[config.mk]
export PLATFORM = sky130hd
export DESIGN_NAME = memory_wait
export DESIGN_NICKNAME = d
export VERILOG_FILES = /design/src/rtl/memory_wait.sv
export SDC_FILE = /design/constraint.sdc
export NUM_CORES = 1
export LEC_CHECK = 0
export BUFFER_PORTS_ARGS = -buffer_cell sky130_fd_sc_hd__buf_2
export CELL_PAD_IN_SITES_DETAIL_PLACEMENT = 0
export CELL_PAD_IN_SITES_GLOBAL_PLACEMENT = 1
export CORE_MARGIN = 2
export CORE_UTILIZATION = 38
export CTS_CLUSTER_SIZE = 16
export DETAILED_ROUTE_END_ITERATION = 8
export PLACE_DENSITY_LB_ADDON = 0.1
export SLEW_MARGIN = 20
export SYNTH_ARGS = -nofsm -noshare
export SYNTH_HDL_FRONTEND = slang
export SYNTH_SLANG_ARGS = --single-unit
[constraint.sdc]
create_clock -name clk_i -period 7.6 [get_ports clk_i]
set_input_delay 1.14 -clock clk_i [delete_from_list [all_inputs] [get_ports clk_i]]
set_output_delay 1.14 -clock clk_i [all_outputs]
set_load 0.05 [all_outputs]
[src/rtl/memory_wait.sv]
// memory_wait: single-port synchronous RAM behind a req/ack handshake with a
//   programmable number of wait states, so a core can be run against slow memory.
// Latency: accept at cycle T -> ack pulse at T+1+latency; one access per latency+2 cycles.
// Backpressure: busy_o is high from T+1 through the ack cycle; req_i is ignored (not queued) while busy.
//
// Ports:
//   clk_i    rising-edge clock
//   rst_i    synchronous reset, active high (RAM contents are not cleared)
//   req_i    access request, sampled only while busy_o=0
//   we_i     1 = write, 0 = read, sampled with req_i
//   addr_i   word address, sampled with req_i
//   wdata_i  write data, sampled with req_i
//   wstrb_i  byte-lane write enables (present only with MEM_WSTRB_EN)
//   rdata_o  read data, updated in the ack cycle of a read and held until the next read
//   ack_o    one-cycle completion pulse
//   busy_o   access in progress
//
// Build option: define MEM_WSTRB_EN to add wstrb_i; a write then updates only the
// enabled byte lanes (data_width must be a multiple of 8). Without it every write
// updates the full word.

module memory_wait #(
  parameter int data_width = 8,
  parameter int addr_width = 5,
  parameter int latency    = 3
) (
  input  logic                    clk_i,
  input  logic                    rst_i,
  input  logic                    req_i,
  input  logic                    we_i,
  input  logic [addr_width-1:0]   addr_i,
  input  logic [data_width-1:0]   wdata_i,
`ifdef MEM_WSTRB_EN
  input  logic [data_width/8-1:0] wstrb_i,
`endif
  output logic [data_width-1:0]   rdata_o,
  output logic                    ack_o,
  output logic                    busy_o
);

  localparam int depth = 2 ** addr_width;

  typedef enum logic [1:0] {
    IDLE = 2'd0,
    WAIT = 2'd1,
    ACK  = 2'd2
  } state_t;

  state_t                  state_q;
  logic [3:0]              cnt_q;
  logic                    we_q;
  logic [addr_width-1:0]   addr_q;
  logic [data_width-1:0]   wdata_q;
  logic [data_width-1:0]   rdata_q;
  logic                    ack_q;
  logic                    busy_q;
`ifdef MEM_WSTRB_EN
  logic [data_width/8-1:0] wstrb_q;
  logic [data_width/8-1:0] acc_wstrb_d;
`endif

  logic [data_width-1:0]   mem_q [depth];

  // Access that commits on the coming edge (the edge that enters ACK).
  logic                    enter_ack_d;
  logic                    acc_we_d;
  logic [addr_width-1:0]   acc_addr_d;
  logic [data_width-1:0]   acc_wdata_d;
  logic                    wr_commit_d;

  always_comb begin
    enter_ack_d = 1'b0;
    if (state_q == IDLE) begin
      // Zero wait states: IDLE goes straight to ACK on acceptance.
      enter_ack_d = req_i && (latency == 0);
    end else if (state_q == WAIT) begin
      enter_ack_d = (cnt_q == 4'd1);
    end

    // From IDLE the commit can only be the zero-latency case, which has no
    // captured copy yet, so the live inputs are used; otherwise the captured ones.
    if (state_q == IDLE) begin
      acc_we_d    = we_i;
      acc_addr_d  = addr_i;
      acc_wdata_d = wdata_i;
`ifdef MEM_WSTRB_EN
      acc_wstrb_d = wstrb_i;
`endif
    end else begin
      acc_we_d    = we_q;
      acc_addr_d  = addr_q;
      acc_wdata_d = wdata_q;
`ifdef MEM_WSTRB_EN
      acc_wstrb_d = wstrb_q;
`endif
    end

    // Reset in the same cycle discards the pending write.
    wr_commit_d = enter_ack_d && acc_we_d && !rst_i;
  end

  // Handshake FSM with registered outputs.
  always_ff @(posedge clk_i) begin
    if (rst_i) begin
      state_q <= IDLE;
      cnt_q   <= 4'd0;
      we_q    <= 1'b0;
      addr_q  <= '0;
      wdata_q <= '0;
`ifdef MEM_WSTRB_EN
      wstrb_q <= '0;
`endif
      rdata_q <= '0;
      ack_q   <= 1'b0;
      busy_q  <= 1'b0;
    end else begin
      ack_q <= 1'b0;
      case (state_q)
        IDLE: begin
          if (req_i) begin
            we_q    <= we_i;
            addr_q  <= addr_i;
            wdata_q <= wdata_i;
`ifdef MEM_WSTRB_EN
            wstrb_q <= wstrb_i;
`endif
            cnt_q   <= 4'(latency);
            busy_q  <= 1'b1;
            if (latency == 0) begin
              state_q <= ACK;
              ack_q   <= 1'b1;
            end else begin
              state_q <= WAIT;
            end
          end
        end
        WAIT: begin
          cnt_q <= cnt_q - 4'd1;
          if (cnt_q == 4'd1) begin
            state_q <= ACK;
            ack_q   <= 1'b1;
          end
        end
        ACK: begin
          state_q <= IDLE;
          busy_q  <= 1'b0;
        end
        default: begin
          state_q <= IDLE;
          busy_q  <= 1'b0;
        end
      endcase

      if (enter_ack_d && !acc_we_d) begin
        rdata_q <= mem_q[acc_addr_d];
      end
    end
  end

  // RAM array: no reset, written only on the edge entering ACK.
  always_ff @(posedge clk_i) begin
    if (wr_commit_d) begin
`ifdef MEM_WSTRB_EN
      for (int i = 0; i < data_width / 8; i++) begin
        if (acc_wstrb_d[i]) begin
          mem_q[acc_addr_d][8*i +: 8] <= acc_wdata_d[8*i +: 8];
        end
      end
`else
      mem_q[acc_addr_d] <= acc_wdata_d;
`endif
    end
  end

  assign rdata_o = rdata_q;
  assign ack_o   = ack_q;
  assign busy_o  = busy_q;

endmodule
==> results_tabular.tex <==
\begin{tabular}{lr}
\hline
Metric & Value \\
\hline
\multicolumn{2}{l}{\textbf{Drt}} \\
\quad Antenna-violating nets left & 0 \\
\quad Drt pass-1 iters & 5 \\
\quad Detailed-route via count & $\sim$6200 \\
\quad Residual DRC count & 0 \\
\quad DR vias/cell & 5.71 \\
\quad Post-DR wirelength/cell & $\sim$26 µm \\
\quad Drt first-iter violations & roughly 640 \\
\quad Post-Route WL & 28100 µm \\
\multicolumn{2}{l}{\textbf{Synthesis}} \\
\quad Flip-flop and latch count after synthesis & 286 \\
\quad Post-synthesis instance area & around 0.011 mm² \\
\quad Mapped Avg Cell Area & 16.1 µm² \\
\quad Number of enable flip-flop cells after synthesis & 256 \\
\quad Most instantiated flip-flop cell in the synthesis netlist & edfxtp\_1 \\
\quad Register area share after synthesis & 0.761 \\
\quad Synthesis Warnings & 0 \\
\quad Synth Instances & about 680 \\
\quad Proportion of register bits with asynchronous set or reset after synthesis & 0 \\
\quad Netlist cell types & 37 \\
\quad Post-Syn Nets & just under 700 \\
\multicolumn{2}{l}{\textbf{Clocking}} \\
\quad Clock latency reported for the late side of the worst-skew pair & 0.56 ns \\
\quad Clock tree sinks & roughly 290 \\
\quad CTS tree & built \\
\quad H-tree Lvls & 1 \\
\quad Clock root buffer & clkbuf\_16 \\
\quad CTS hold repair buffers & 0 \\
\quad Cts bufs inserted & 30 \\
\quad Clock edge transition at the registers on the reported setup and hold paths & about 0.06 ns \\
\quad Setup repair bufs after CTS & 0 \\
\quad Clock Tree Buf Depth & 3 \\
\quad Number of gates given a new drive strength after cts & 0 \\
\multicolumn{2}{l}{\textbf{STA}} \\
\quad Final setup violation count & 0 \\
\quad Hold WS & 0.455 ns \\
\quad RSZ-0062 raised after global routing & no \\
\quad Fin. Hold Viols & 0 \\
\quad Remaining max-slew budget at the tightest pin & 0.373 \\
\quad Post-route fraction of the period consumed by the critical path & 0.507 \\
\quad Fin Setup TNS & 0 ns \\
\quad Slew of the pin with the lowest slew margin & roughly 0.94 ns \\
\quad Final Max Slew Viols & 0 \\
\quad Setup Skew & 0.0102 ns \\
\quad Highest attainable clock frequency & 259 MHz \\
\quad Minimum clock period after layout & around 3.9 ns \\
\multicolumn{2}{l}{\textbf{Power}} \\
\quad Leakage component of the power & about 3.9 nW \\
\quad P per Cell Area & about 300 mW/mm² \\
\quad Maximum ir drop on the vdd rail & around 0.16 mV \\
\multicolumn{2}{l}{\textbf{Global routing}} \\
\quad Vias in the first global route & around 6300 \\
\quad Aggregate global routing overflow & 0 \\
\quad Fraction of met1 tracks used by global routing & 0.257 \\
\quad Pin count of the biggest net entering global routing & 66 \\
\quad Wire length of the first global-routing pass & between 40000 and 50000 µm \\
\quad Busiest grt layer & met2 \\
\quad All-layer global routing usage & 0.185 \\
\quad Number of antenna violations at the first check in global routing & 0 \\
\quad GR Layer Usage met3 & 0.0246 \\
\quad GR Util met2 & 0.307 \\
\multicolumn{2}{l}{\textbf{Layout}} \\
\quad Ratio of cells with drive above 1 in the final layout & 0.139 \\
\quad Final-stage net count & 713 \\
\quad Layout Cells excl Fill & $\sim$1100 \\
\quad Commonest cells after routing, fill and taps aside & edfxtp\_1 (256), a221oi\_1 (49), nor2\_1 (47) \\
\quad Area delta synth->final & 14.0\% \\
\quad Leading cell type in the layout, fill and taps excluded & edfxtp\_1 \\
\quad Number of antenna diodes & 0 \\
\multicolumn{2}{l}{\textbf{Status}} \\
\quad Outcome & finished, final reports clean \\
\multicolumn{2}{l}{\textbf{Floorplan}} \\
\quad Site Rows & a little over 60 \\
\quad Area enclosed by the die boundary & 0.0300 mm² \\
\quad Die X & $\sim$170 µm \\
\quad CORE AREA & 0.0280 mm² \\
\quad Starting density of the core & 0.389 \\
\quad Boundary Pins & 27 \\
\quad Die height & 173 µm \\
\multicolumn{2}{l}{\textbf{Worst hold path}} \\
\quad Worst hold path type & reg -> reg \\
\quad Endpoint of the worst hold path & wdata\_q[7]\$\_SDFFE\_PP0P\_ \\
\quad Depth of the worst hold-timing path & 2 \\
\quad Hold Path Origin & wdata\_q[7]\$\_SDFFE\_PP0P\_ \\
\multicolumn{2}{l}{\textbf{Worst setup path}} \\
\quad Data arrival time of the critical path & 4.04 ns \\
\quad Critical Setup Path Class & reg -> reg \\
\quad Largest driver fanout on the critical path & 65 \\
\quad FF-to-FF Start & state\_q[1]\$\_SDFFE\_PP0P\_ \\
\quad Critical register-to-register path endpoint & mem\_q[3][7]\$\_DFFE\_PP\_ \\
\quad Critical path launch point type & flip-flop \\
\quad CP required & between 7 and 8 ns \\
\quad Worst r2r path cells & 5 \\
\quad Reg-to-reg setup timing slack & around 3.7 ns \\
\quad CP endpoint kind & flip-flop \\
\multicolumn{2}{l}{\textbf{Placed design}} \\
\quad Weighted congestion at the end of routability-driven global placement & 0.774 \\
\quad HPWL Detailed & $\sim$17000 µm \\
\quad Instance count after placement with tap cells included & 1040 \\
\quad Quantity of I/O buffers inserted on ports & 26 \\
\multicolumn{2}{l}{\textbf{Run}} \\
\quad Max-capacitance violation count & 0 \\
\hline
\end{tabular}
logic make-up (layout without fill, tap and decap cells):
kind of cell | count (synthesis) | in the layout | synth area share
AO/OA/AOI/OAI | 208 | 208 | 0.149
multiplexers | 12 | 12 | 0.0122
flip-flops | 286 | 286 | 0.761
buffers and inverters | 48 | 89 | 0.0264
adder cells (fa/ha/maj) | 2 | 2 | 0.00230
AND/OR/NAND/NOR | 120 | 120 | 0.0493
layer usage:
| metal | up-vias | wire, µm | part of all wire |
|---|---|---|---|
| met5 | - | 0 | 0 |
| met1 | 3208 | 12600 | 0.45 |
| met2 | 207 | 13600 | 0.48 |
| li1 | 2799 | - | - |
| met4 | 0 | 551 | 0.020 |
| met3 | 34 | 1380 | 0.049 |
worst max path at each step:
| stage | cells after the start | end | slack, ns | startpoint |
|---|---|---|---|---|
| 2_1_floorplan | 7 | mem_q[10][0]$_DFFE_PP_ | 4.49 | addr_i[0] |
| 3_3_place_gp | 6 | mem_q[10][0]$_DFFE_PP_ | 3.50 | addr_i[0] |
| 3_5_place_dp | 6 | mem_q[1][5]$_DFFE_PP_ | 3.42 | addr_i[1] |
| 4_1_cts | 5 | mem_q[27][4]$_DFFE_PP_ | 3.72 | state_q[1]$_SDFFE_PP0P_ |
| 5_1_grt | 5 | mem_q[27][4]$_DFFE_PP_ | 3.52 | state_q[1]$_SDFFE_PP0P_ |
| 6_report | 5 | mem_q[3][7]$_DFFE_PP_ | 3.74 | state_q[1]$_SDFFE_PP0P_ |
layout make-up:
cell class / instances / area, µm²
fillers: 2491 / 15600
flip-flops and latches: 286 / 8290
multi-input cells: 342 / 2350
clock buffers: 33 / 762
well taps: 378 / 473
clock inverters: 22 / 353
repair buffers: 32 / 175
inverters: 2 / 7.51
per-stage QoR:
stage	setup slack [ns]	total power, W	util	cell area, µm²
2_1_floorplan	4.49	0.00200	-	10900
3_3_place_gp	3.50	0.00211	0.403	11300
3_5_place_dp	3.42	0.00211	0.403	11300
4_1_cts	3.72	0.00373	0.443	12400
5_1_grt	3.52	0.00382	0.443	12400
6_report	3.74	0.00371	0.443	12400
report_power, final:
part	leakage [nW]	switching (W)	internal [W]
sequential	2.56	0.0000102	0.00175
clock	0.530	0.000607	0.00103
combinational	0.814	0.000225	0.0000866
synthesized netlist by cell type (3+ instances only):
library cell | number | area (µm²)
a21o_1 | 9 | 67.6
a21oi_1 | 24 | 120
a221oi_1 | 49 | 429
a22o_1 | 46 | 403
a22oi_1 | 34 | 255
a311oi_1 | 9 | 78.8
buf_2 | 14 | 70.1
buf_4 | 9 | 67.6
buf_6 | 3 | 33.8
buf_8 | 3 | 45.0
clkbuf_1 | 17 | 63.8
dfxtp_1 | 30 | 601
edfxtp_1 | 256 | 7690
mux2_2 | 10 | 113
nand2_1 | 44 | 165
nand2b_1 | 6 | 37.5
nor2_1 | 47 | 176
nor3_1 | 5 | 25.0
nor4_1 | 9 | 56.3
o21ai_0 | 5 | 25.0
o22ai_1 | 24 | 150
flip-flops by register name, indices dropped and copies added (netlist names):
| name | count |
|---|---|
| rdata_o | 8 |
| addr_q | 5 |
| state_q | 2 |
| cnt_q | 4 |
| ack_o | 1 |
| mem_q | 256 |
| wdata_q | 8 |
| busy_o | 1 |
| we_q | 1 |
critical path, stage by stage (launching register included):
cell	delay, ns
dfxtp_1	0.47
nor2_4	0.68
mux2i_4	0.32
buf_4	0.62
nand2_1	0.62
nor2_1	0.75
(Power assumes the default switching activity.)
